### src/rtl/gpu_pkg.sv
// Shared GPU definitions: 640x480@60 timing defaults, RGB444 split,
// and the scan control bundle carried down the pixel delay line.
package gpu_pkg;

    localparam int H_ACTIVE_DEF    = 640;
    localparam int H_FRONT_DEF     = 16;
    localparam int H_SYNC_DEF      = 96;
    localparam int H_BACK_DEF      = 48;
    localparam int V_ACTIVE_DEF    = 480;
    localparam int V_FRONT_DEF     = 10;
    localparam int V_SYNC_DEF      = 2;
    localparam int V_BACK_DEF      = 33;
    localparam int INT_WIDTH_DEF   = 16;
    localparam int COLOR_WIDTH_DEF = 12;

    typedef struct packed {
        logic [3:0] r;
        logic [3:0] g;
        logic [3:0] b;
    } rgb444_t;

    typedef struct packed {
        logic act;
        logic hs;
        logic vs;
    } scan_ctl_t;

    // Blanking with both syncs idle (high).
    localparam scan_ctl_t CTL_IDLE = '{act: 1'b0, hs: 1'b1, vs: 1'b1};

    function automatic rgb444_t split_rgb(input logic [11:0] c);
        return rgb444_t'(c);
    endfunction

endpackage

### src/rtl/vga_scan_if.sv
// Scan-position bus between the VGA scanner and the sprite cluster.
// master: drives x/y, takes pixel back. slave: the cluster side.
interface vga_scan_if
    import gpu_pkg::*;
#(
    parameter int INT_WIDTH   = INT_WIDTH_DEF,
    parameter int COLOR_WIDTH = COLOR_WIDTH_DEF
) ();

    logic [INT_WIDTH-1:0]   x;
    logic [INT_WIDTH-1:0]   y;
    logic [COLOR_WIDTH-1:0] pixel;

    modport master (
        output x,
        output y,
        input  pixel
    );

    modport slave (
        input  x,
        input  y,
        output pixel
    );

endinterface

### src/rtl/sync_counter.sv
// Wrap counter 0..MAX-1 advancing on en; wrap flags the enabled
// step from MAX-1 back to 0. Ports: clk, rst, en, cnt, wrap.
module sync_counter #(
    parameter int MAX = 800,
    parameter int W   = 16
) (
    input  logic         clk,
    input  logic         rst,
    input  logic         en,
    output logic [W-1:0] cnt,
    output logic         wrap
);

    assign wrap = en && (cnt == W'(MAX - 1));

    always_ff @(posedge clk) begin
        if (rst) begin
            cnt <= '0;
        end else if (en) begin
            cnt <= wrap ? '0 : cnt + 1'b1;
        end
    end

endmodule

### src/rtl/vga_scan.sv
// VGA raster scanner: pixel-rate divider, h/v counters, x/y to the
// cluster over scan (vga_scan_if.master), delayed syncs + colour to
// vga_r/g/b, vga_hs/vs (active-low), frame_start pulse. clk, rst.
module vga_scan
    import gpu_pkg::*;
#(
    parameter int H_ACTIVE     = H_ACTIVE_DEF,
    parameter int H_FRONT      = H_FRONT_DEF,
    parameter int H_SYNC       = H_SYNC_DEF,
    parameter int H_BACK       = H_BACK_DEF,
    parameter int V_ACTIVE     = V_ACTIVE_DEF,
    parameter int V_FRONT      = V_FRONT_DEF,
    parameter int V_SYNC       = V_SYNC_DEF,
    parameter int V_BACK       = V_BACK_DEF,
    parameter int CLK_DIV      = 2,
    parameter int PIPE_LATENCY = 1,
    parameter int INT_WIDTH    = INT_WIDTH_DEF,
    parameter int COLOR_WIDTH  = COLOR_WIDTH_DEF
) (
    input  logic       clk,
    input  logic       rst,
    vga_scan_if.master scan,
    output logic [3:0] vga_r,
    output logic [3:0] vga_g,
    output logic [3:0] vga_b,
    output logic       vga_hs,
    output logic       vga_vs,
    output logic       frame_start
);

    localparam int H_TOTAL = H_ACTIVE + H_FRONT + H_SYNC + H_BACK;
    localparam int V_TOTAL = V_ACTIVE + V_FRONT + V_SYNC + V_BACK;

    localparam logic [INT_WIDTH-1:0] H_ACT = INT_WIDTH'(H_ACTIVE);
    localparam logic [INT_WIDTH-1:0] HS_LO = INT_WIDTH'(H_ACTIVE + H_FRONT);
    localparam logic [INT_WIDTH-1:0] HS_HI = INT_WIDTH'(H_ACTIVE + H_FRONT + H_SYNC);
    localparam logic [INT_WIDTH-1:0] V_ACT = INT_WIDTH'(V_ACTIVE);
    localparam logic [INT_WIDTH-1:0] V_PRE = INT_WIDTH'(V_ACTIVE - 1);
    localparam logic [INT_WIDTH-1:0] VS_LO = INT_WIDTH'(V_ACTIVE + V_FRONT);
    localparam logic [INT_WIDTH-1:0] VS_HI = INT_WIDTH'(V_ACTIVE + V_FRONT + V_SYNC);

    logic [2:0]           div_cnt;
    logic                 tick;
    logic [INT_WIDTH-1:0] h_cnt;
    logic [INT_WIDTH-1:0] v_cnt;
    logic                 h_wrap;
    logic                 unused_v_wrap;
    scan_ctl_t            raw;
    scan_ctl_t            dctl;
    rgb444_t              px;

    // Pixel-rate divider.
    assign tick = (div_cnt == 3'(CLK_DIV - 1));

    always_ff @(posedge clk) begin
        if (rst) begin
            div_cnt <= '0;
        end else if (tick) begin
            div_cnt <= '0;
        end else begin
            div_cnt <= div_cnt + 3'd1;
        end
    end

    sync_counter #(
        .MAX (H_TOTAL),
        .W   (INT_WIDTH)
    ) u_h_cnt (
        .clk  (clk),
        .rst  (rst),
        .en   (tick),
        .cnt  (h_cnt),
        .wrap (h_wrap)
    );

    sync_counter #(
        .MAX (V_TOTAL),
        .W   (INT_WIDTH)
    ) u_v_cnt (
        .clk  (clk),
        .rst  (rst),
        .en   (h_wrap),
        .cnt  (v_cnt),
        .wrap (unused_v_wrap)
    );

    assign scan.x = h_cnt;
    assign scan.y = v_cnt;

    assign raw.act = (h_cnt < H_ACT) && (v_cnt < V_ACT);
    assign raw.hs  = !((h_cnt >= HS_LO) && (h_cnt < HS_HI));
    assign raw.vs  = !((v_cnt >= VS_LO) && (v_cnt < VS_HI));

    // Control is delayed to line up with the cluster's pixel latency.
    generate
        if (PIPE_LATENCY == 0) begin : g_nodly
            assign dctl = raw;
        end else begin : g_dly
            scan_ctl_t [PIPE_LATENCY-1:0] line;

            always_ff @(posedge clk) begin
                if (rst) begin
                    for (int i = 0; i < PIPE_LATENCY; i++) begin
                        line[i] <= CTL_IDLE;
                    end
                end else if (tick) begin
                    for (int i = PIPE_LATENCY - 1; i > 0; i--) begin
                        line[i] <= line[i-1];
                    end
                    line[0] <= raw;
                end
            end

            assign dctl = line[PIPE_LATENCY-1];
        end
    endgenerate

    assign px = split_rgb(scan.pixel[11:0]);

    always_ff @(posedge clk) begin
        if (rst) begin
            vga_r       <= '0;
            vga_g       <= '0;
            vga_b       <= '0;
            vga_hs      <= 1'b1;
            vga_vs      <= 1'b1;
            frame_start <= 1'b0;
        end else begin
            // v_cnt steps to V_ACTIVE on this very tick.
            frame_start <= h_wrap && (v_cnt == V_PRE);
            if (tick) begin
                vga_hs <= dctl.hs;
                vga_vs <= dctl.vs;
                vga_r  <= dctl.act ? px.r : 4'd0;
                vga_g  <= dctl.act ? px.g : 4'd0;
                vga_b  <= dctl.act ? px.b : 4'd0;
            end
        end
    end

endmodule

### src/flat_wrapper.sv
// flat-port wrapper written by rule: the top's interface ports become plain ports
module vga_scan_flat import gpu_pkg::*;
#(
    parameter int H_ACTIVE     = H_ACTIVE_DEF,
    parameter int H_FRONT      = H_FRONT_DEF,
    parameter int H_SYNC       = H_SYNC_DEF,
    parameter int H_BACK       = H_BACK_DEF,
    parameter int V_ACTIVE     = V_ACTIVE_DEF,
    parameter int V_FRONT      = V_FRONT_DEF,
    parameter int V_SYNC       = V_SYNC_DEF,
    parameter int V_BACK       = V_BACK_DEF,
    parameter int CLK_DIV      = 2,
    parameter int PIPE_LATENCY = 1,
    parameter int INT_WIDTH    = INT_WIDTH_DEF,
    parameter int COLOR_WIDTH  = COLOR_WIDTH_DEF
)
  (clk, rst, vga_r, vga_g, vga_b, vga_hs, vga_vs, frame_start, scan_x, scan_y, scan_pixel);
  vga_scan_if #(.INT_WIDTH(INT_WIDTH), .COLOR_WIDTH(COLOR_WIDTH)) scan_i ();
  input  logic clk;
  input  logic rst;
  output logic [3:0] vga_r;
  output logic [3:0] vga_g;
  output logic [3:0] vga_b;
  output logic vga_hs;
  output logic vga_vs;
  output logic frame_start;
  output wire logic [$bits(scan_i.x)-1:0] scan_x;
  output wire logic [$bits(scan_i.y)-1:0] scan_y;
  input wire logic [$bits(scan_i.pixel)-1:0] scan_pixel;
  assign scan_x = scan_i.x;
  assign scan_y = scan_i.y;
  assign scan_i.pixel = scan_pixel;
  vga_scan #(.H_ACTIVE(H_ACTIVE), .H_FRONT(H_FRONT), .H_SYNC(H_SYNC), .H_BACK(H_BACK), .V_ACTIVE(V_ACTIVE), .V_FRONT(V_FRONT), .V_SYNC(V_SYNC), .V_BACK(V_BACK), .CLK_DIV(CLK_DIV), .PIPE_LATENCY(PIPE_LATENCY), .INT_WIDTH(INT_WIDTH), .COLOR_WIDTH(COLOR_WIDTH)) u_core (.clk(clk), .rst(rst), .scan(scan_i), .vga_r(vga_r), .vga_g(vga_g), .vga_b(vga_b), .vga_hs(vga_hs), .vga_vs(vga_vs), .frame_start(frame_start));
endmodule
### config.mk
export PLATFORM = sky130hd
export DESIGN_NAME = vga_scan_flat
export DESIGN_NICKNAME = d
export VERILOG_FILES = /design/src/rtl/gpu_pkg.sv /design/src/rtl/vga_scan_if.sv /design/src/rtl/sync_counter.sv /design/src/rtl/vga_scan.sv /design/src/flat_wrapper.sv
export SDC_FILE = /design/constraint.sdc
export NUM_CORES = 1
export LEC_CHECK = 0
export BUFFER_PORTS_ARGS = -buffer_cell sky130_fd_sc_hd__buf_2
export CORE_UTILIZATION = 44
export CTS_CLUSTER_SIZE = 40
export DETAILED_ROUTE_END_ITERATION = 10
export GPL_TIMING_DRIVEN = 0
export PLACE_DENSITY_LB_ADDON = 0.15
export RECOVER_POWER = 25
export SLEW_MARGIN = 20
export SYNTH_ARGS = -nofsm -noshare
export SYNTH_HDL_FRONTEND = slang
export SYNTH_SLANG_ARGS = --single-unit
### constraint.sdc
create_clock -name clk -period 2.4 [get_ports clk]
set_input_delay 0.12 -clock clk [delete_from_list [all_inputs] [get_ports clk]]
set_output_delay 0.12 -clock clk [all_outputs]
set_load 0.005 [all_outputs]
# After elaboration in Yosys (flattened, before gate mapping)
# Index checks and enable logic that the tools add are counted.
[op_classes] magnitude_cmp=6 muxes=5 shifts=0 div_mod_pow=0 bitwise_logic=0 eq_ne=4 n_addsub=3 multipliers=0 reduce_logical=9
[ops] operator="16-bit by 1-bit adder with 16-bit output, second input constant" n=2
[ops] operator="16-bit by 10-bit equality test with 1-bit output, second input constant" n=2
[ops] operator="16-bit by 10-bit less-than comparator with 1-bit output, second input constant" n=2
[ops] operator="16-bit by 9-bit less-than comparator with 1-bit output, second input constant" n=2
[ops] operator="16-bit 2-to-1 mux" n=2
[ops] operator="16-bit by 9-bit equality test with 1-bit output, second input constant" n=1
[ops] operator="16-bit by 10-bit >= comparator with 1-bit output, second input constant" n=1
[ops] operator="16-bit by 9-bit >= comparator with 1-bit output, second input constant" n=1
[ops] operator="4-bit 2-to-1 mux" n=3
[ops] operator="1-bit logical AND" n=6
[ops] operator="3-bit by 1-bit adder with 3-bit output, second input constant" n=1
[ops] operator="3-bit by 1-bit equality test with 1-bit output, second input constant" n=1
[ops] operator="1-bit logical NOT" n=2
[ops] operator="2-bit OR reduction" n=1
[word_totals] wordCells=39 romBits=0 n_memories=0 latchBits=0 mem_bits_rw=0 output_inout_bits=47 input_bits=14 ff_bits=53

# Longest topological paths before layout
[depth] word_depth=4 mapped_depth=9

# Cells and area by module
# From an unflattened synthesis, not the netlist that was laid out.
[hier_totals] hier_cells=250 area_unflattened_um2=2381.0
[by_module_without_submodules] mod="vga_scan" cells_each=74 seq_area_each_um2=420.4 area_per_inst_um2=823.3 instances=1
[by_module_without_submodules] mod="sync_counter at u_core.u_v_cnt" cells_each=89 seq_area_each_um2=320.3 area_per_inst_um2=779.5 instances=1
[by_module_without_submodules] mod="sync_counter at u_core.u_h_cnt" cells_each=87 seq_area_each_um2=320.3 area_per_inst_um2=778.2 instances=1

# Worst setup path after synthesis
# Ideal clock, no wire load.
[synth_timing] path_type="register to register" from="register u_core.u_v_cnt.cnt[1]" to="register u_core.u_v_cnt.cnt[8]" synth_period_minus_slack_ns=1.704 required_ns=2.325 n_path_buf=1 slack_ns=0.696 setup_ns=0.075 stages_incl_launch_ff=7 arrival_ns=1.629 cell_sequence="dfxtp_1 > ha_1 > and4_1 > clkbuf_1 > nand4_1 > or4_1 > o22ai_1"
[synth_between] elab_chain_cells=3 elab_cells_between_ends=4 classes_between="add/sub: 1; eq/ne: 1; mux: 1; reduce/logical: 1"
[synth_lines] item="start, declared" line_no="sync_counter.sv:10" text="output logic [W-1:0] cnt,"
[synth_lines] item="start signal, assigned" line_no="sync_counter.sv:20" text="cnt <= wrap ? '0 : cnt + 1'b1;"
[synth_lines] item="parallel branches: the longest is 2 deep, another holds 16-bit by 1-bit adder with 16-bit output"
[synth_lines] item="16-bit 2-to-1 mux *" line_no="sync_counter.sv:20"
# Mark *: on every way between the ends.
# A chain may end at the register's enable or synchronous reset.

# Worst setup path in the final report
[layout_timing] from="register u_core.u_v_cnt.cnt[0]" to="register u_core.u_v_cnt.cnt[4]"
# The elaborated chain is that of the path after synthesis.

==> flow_metrics.py <==
metrics = {
    "outcome": {
        "status": "complete, no violations",
    },
    "synth": {
        "syn_inst": 289,
        "yosys-top-cells-area": "dfxtp_1 (41%), a22o_1 (4.4%), nand2_1 (3.6%)",
        "synth_area_per_cell_sq_um": 8.94,
        "synth-edff-count": 0,
        "syn_area_sq_mm": 0.00258,
        "synth_cell_type_count": 48,
        "synth_top_area_cell": "dfxtp_1",
        "ys_seq_area_share_pct": 41.1,
        "synth-async-reset-ratio_pct": 0,
        "yosys_register_bits": 53,
        "yosys_warnings": 0,
        "yosysTopAreaCellShare_pct": 41.1,
        "synth_fp_nets": 310,
        "synthFlopType": "dfxtp_1",
    },
    "final_layout": {
        "syn2layout_area_growth_pct": 19.1,
        "regArea_sq_mm": 0.00106,
        "layout_common_cells": "buf_2 (58), dfxtp_1 (53), nand2_1 (25)",
        "layout_commonest_cell": "buf_2",
        "fillers": 544,
        "diodes": 0,
        "nets": 379,
        "layoutNonFillerInstCount": 431,
        "utilization_pct": 55.2,
        "multi_input_area_sq_mm": 0.00140,
        "layout-drive-gt1-share_pct": 20.3,
    },
    "route": {
        "drt-vias-per-instance": 5.74,
        "initialDrtViolationCount": 107,
        "wirelength_um": 6290,
        "num_vias": 2473,
        "wl_per_cell_um": 14.6,
        "antenna_left": 0,
        "drc_errors": 0,
        "first_pass_iters": 4,
    },
    "timing": {
        "layout_worst_path_cycle_share_pct": 86.1,
        "hold_violations": 0,
        "tightest_slew_ps": 531,
        "slew_headroom_pct": 64.6,
        "fin_tns_setup_ps": 0,
        "finalSetupViolations": 0,
        "rsz0062_at_grt": "no",
        "fin_crit_ps": 2070,
        "finalMaxSlewViolations": 0,
        "clock.fmax_ghz": 0.484,
        "clock_skew_ps": 9.69,
    },
    "cts": {
        "clock-sinks": 53,
        "clockBufferDepth": 2,
        "worstSkewPairLatency_ps": 320,
        "clk_pin_slew_worst_paths_ps": 100,
        "cts_resized": 0,
        "htreeDepth": 2,
        "root_buffer": "clkbuf_8",
        "post-cts-setup-buffer-count": 0,
        "cts_tree": "done",
        "ctsHoldBuffers": 2,
        "cts_made_buffers": 5,
    },
    "global_route": {
        "grt_first_pass_wirelength_um": 10500,
        "grt-ovfl-total": 0,
        "antenna_found_initial": 0,
        "grt_pass1_vias": 2225,
        "track_usage_pct": 21.3,
        "grt_max_degree": 19,
    },
    "floorplanning": {
        "die_w_um": 78.6,
        "die_area_sq_mm": 0.00618,
        "core_area_sq_mm": 0.00557,
        "num_rows": 27,
        "io_pins": 61,
        "start_util_pct": 46.4,
        "die_y_um": 78.6,
    },
    "critical_path": {
        "path_cells": "inv_1 -> ha_1 -> nor4bb_1 -> nand4_1 -> buf_2 -> a211oi_1 -> o32ai_1",
        "slowest_stage": "nand4_1",
        "cp_top_family": "simple AND/OR/NAND/NOR gates",
        "cpPeakStageDelay_ps": 400,
        "arrival_ps": 2250,
        "cp_max_fo": 10,
        "cp-start-kind": "flip-flop",
        "setup.worst_path.class": "flip-flop to flip-flop",
        "worstSetupEndpointType": "flip-flop",
        "path_buf_inv": 2,
        "worstPathRequired_ps": 2590,
    },
    "place": {
        "place_congestion": 0.826,
        "dp_cells": 421,
        "port_buffers": 60,
        "hpwl_um": 4500,
    },
    "power": {
        "p_leak_uw": 0.00118,
        "p_per_area_mw_per_mm2": 527,
        "vdd_drop_max_mv": 0.287,
    },
    "run": {
        "cap_violations": 0,
    },
    "worst_hold_path": {
        "worstHoldPathType": "input port to flip-flop",
    },
}
layout make-up:
type / count / share of cell area [%]
multi-input combinational: 206 / 45.4
sequential: 53 / 34.5
timing repair buffer: 62 / 10.0
tap: 72 / 2.93
buffer: 19 / 2.72
clock buffer: 5 / 2.24
inverter: 11 / 1.34
clock inverter: 3 / 0.854
stage by stage:
step                hold slack, ps  cell area [sq um]  power (uW)  worst slack [ps]
CTS                          0.162               3090        1640               341
finish                        3.61               3080        1620               334
detailed placement             333               2970        1110               354
global placement               329               2970        1100               367
floorplan                      246               2580        1050               696
global route                  5.60               3080        1700               145
state kept, by name, summed over array words and instances (netlist names):
signal and count:
u_core.u_v_cnt.cnt 16, u_core.frame_start 1, u_core.u_h_cnt.cnt 16, u_core.vga_r 4
u_core.vga_hs 1, u_core.dctl 3, u_core.vga_b 4, u_core.vga_g 4
u_core.div_cnt 3, u_core.vga_vs 1
worst register-to-register path, stage by stage (launching register included):
cell      delay [ps]
dfxtp_1          370
inv_1            110
ha_1             150
nor4bb_1         220
nand4_1          400
buf_2            340
a211oi_1         230
o32ai_1          110
path summary, 6_finish.rpt:
path | startpoint | depth (start not counted) | to | slack (ps)
worst min register to register | u_core.dctl[2] | 2 | u_core.dctl[2] | 470
worst max-delay path | u_core.u_v_cnt.cnt[0] | 7 | u_core.u_v_cnt.cnt[4] | 330
worst min-delay path | scan_pixel[4] | 2 | u_core.vga_g[0] | 4
worst max register to register | u_core.u_v_cnt.cnt[0] | 7 | u_core.u_v_cnt.cnt[4] | 330
synth_stat cells, types with 2 or more instances:
cell,number
o22ai_1,2
o211ai_1,2
xor2_1,8
nor4_1,2
nor4bb_1,2
a21oi_1,11
mux2i_1,2
clkbuf_1,11
nand3b_1,5
inv_1,11
nor3_1,8
or4_1,6
nor2_1,14
nand2_1,25
and4b_1,2
or3_1,9
a22o_1,13
dfxtp_1,53
nand2b_1,8
nand4_1,14
and2_1,3
nor2b_1,2
a211oi_1,10
buf_2,7
o31ai_1,3
o32ai_1,7
and4_1,6
nand3_1,10
o21ai_0,8
ha_1,7
power by group:
| group | switching [uW] | internal (uW) | total (uW) |
|---|---|---|---|
| logic | 87.6 | 65.9 | 153 |
| clock network | 321 | 213 | 534 |
| registers | 22.2 | 912 | 934 |
| total | 431 | 1190 | 1620 |
metal layers:
layer	wire [um]	track usage, %	vias to the layer above
met3	338	4.77	7
met1	2950	28.4	1174
li1	-	-	1221
met2	2920	34.0	71
met4	80	6.85	0
met5	0	0	-
kinds of logic (layout without fill, tap and decap cells):
group,Yosys count,after routing,share of synthesized area [%]
muxes,2,2,0.775
xor gates and xnor gates,9,9,3.05
DFF,53,53,41.1
adders and majority gates,7,7,3.39
AOI/OAI and AO/OA,62,62,17.2
and+or+nand+nor,126,126,29.7
buffers and inverters,30,100,4.84
Note: power is estimated with default switching activity, not from simulation.
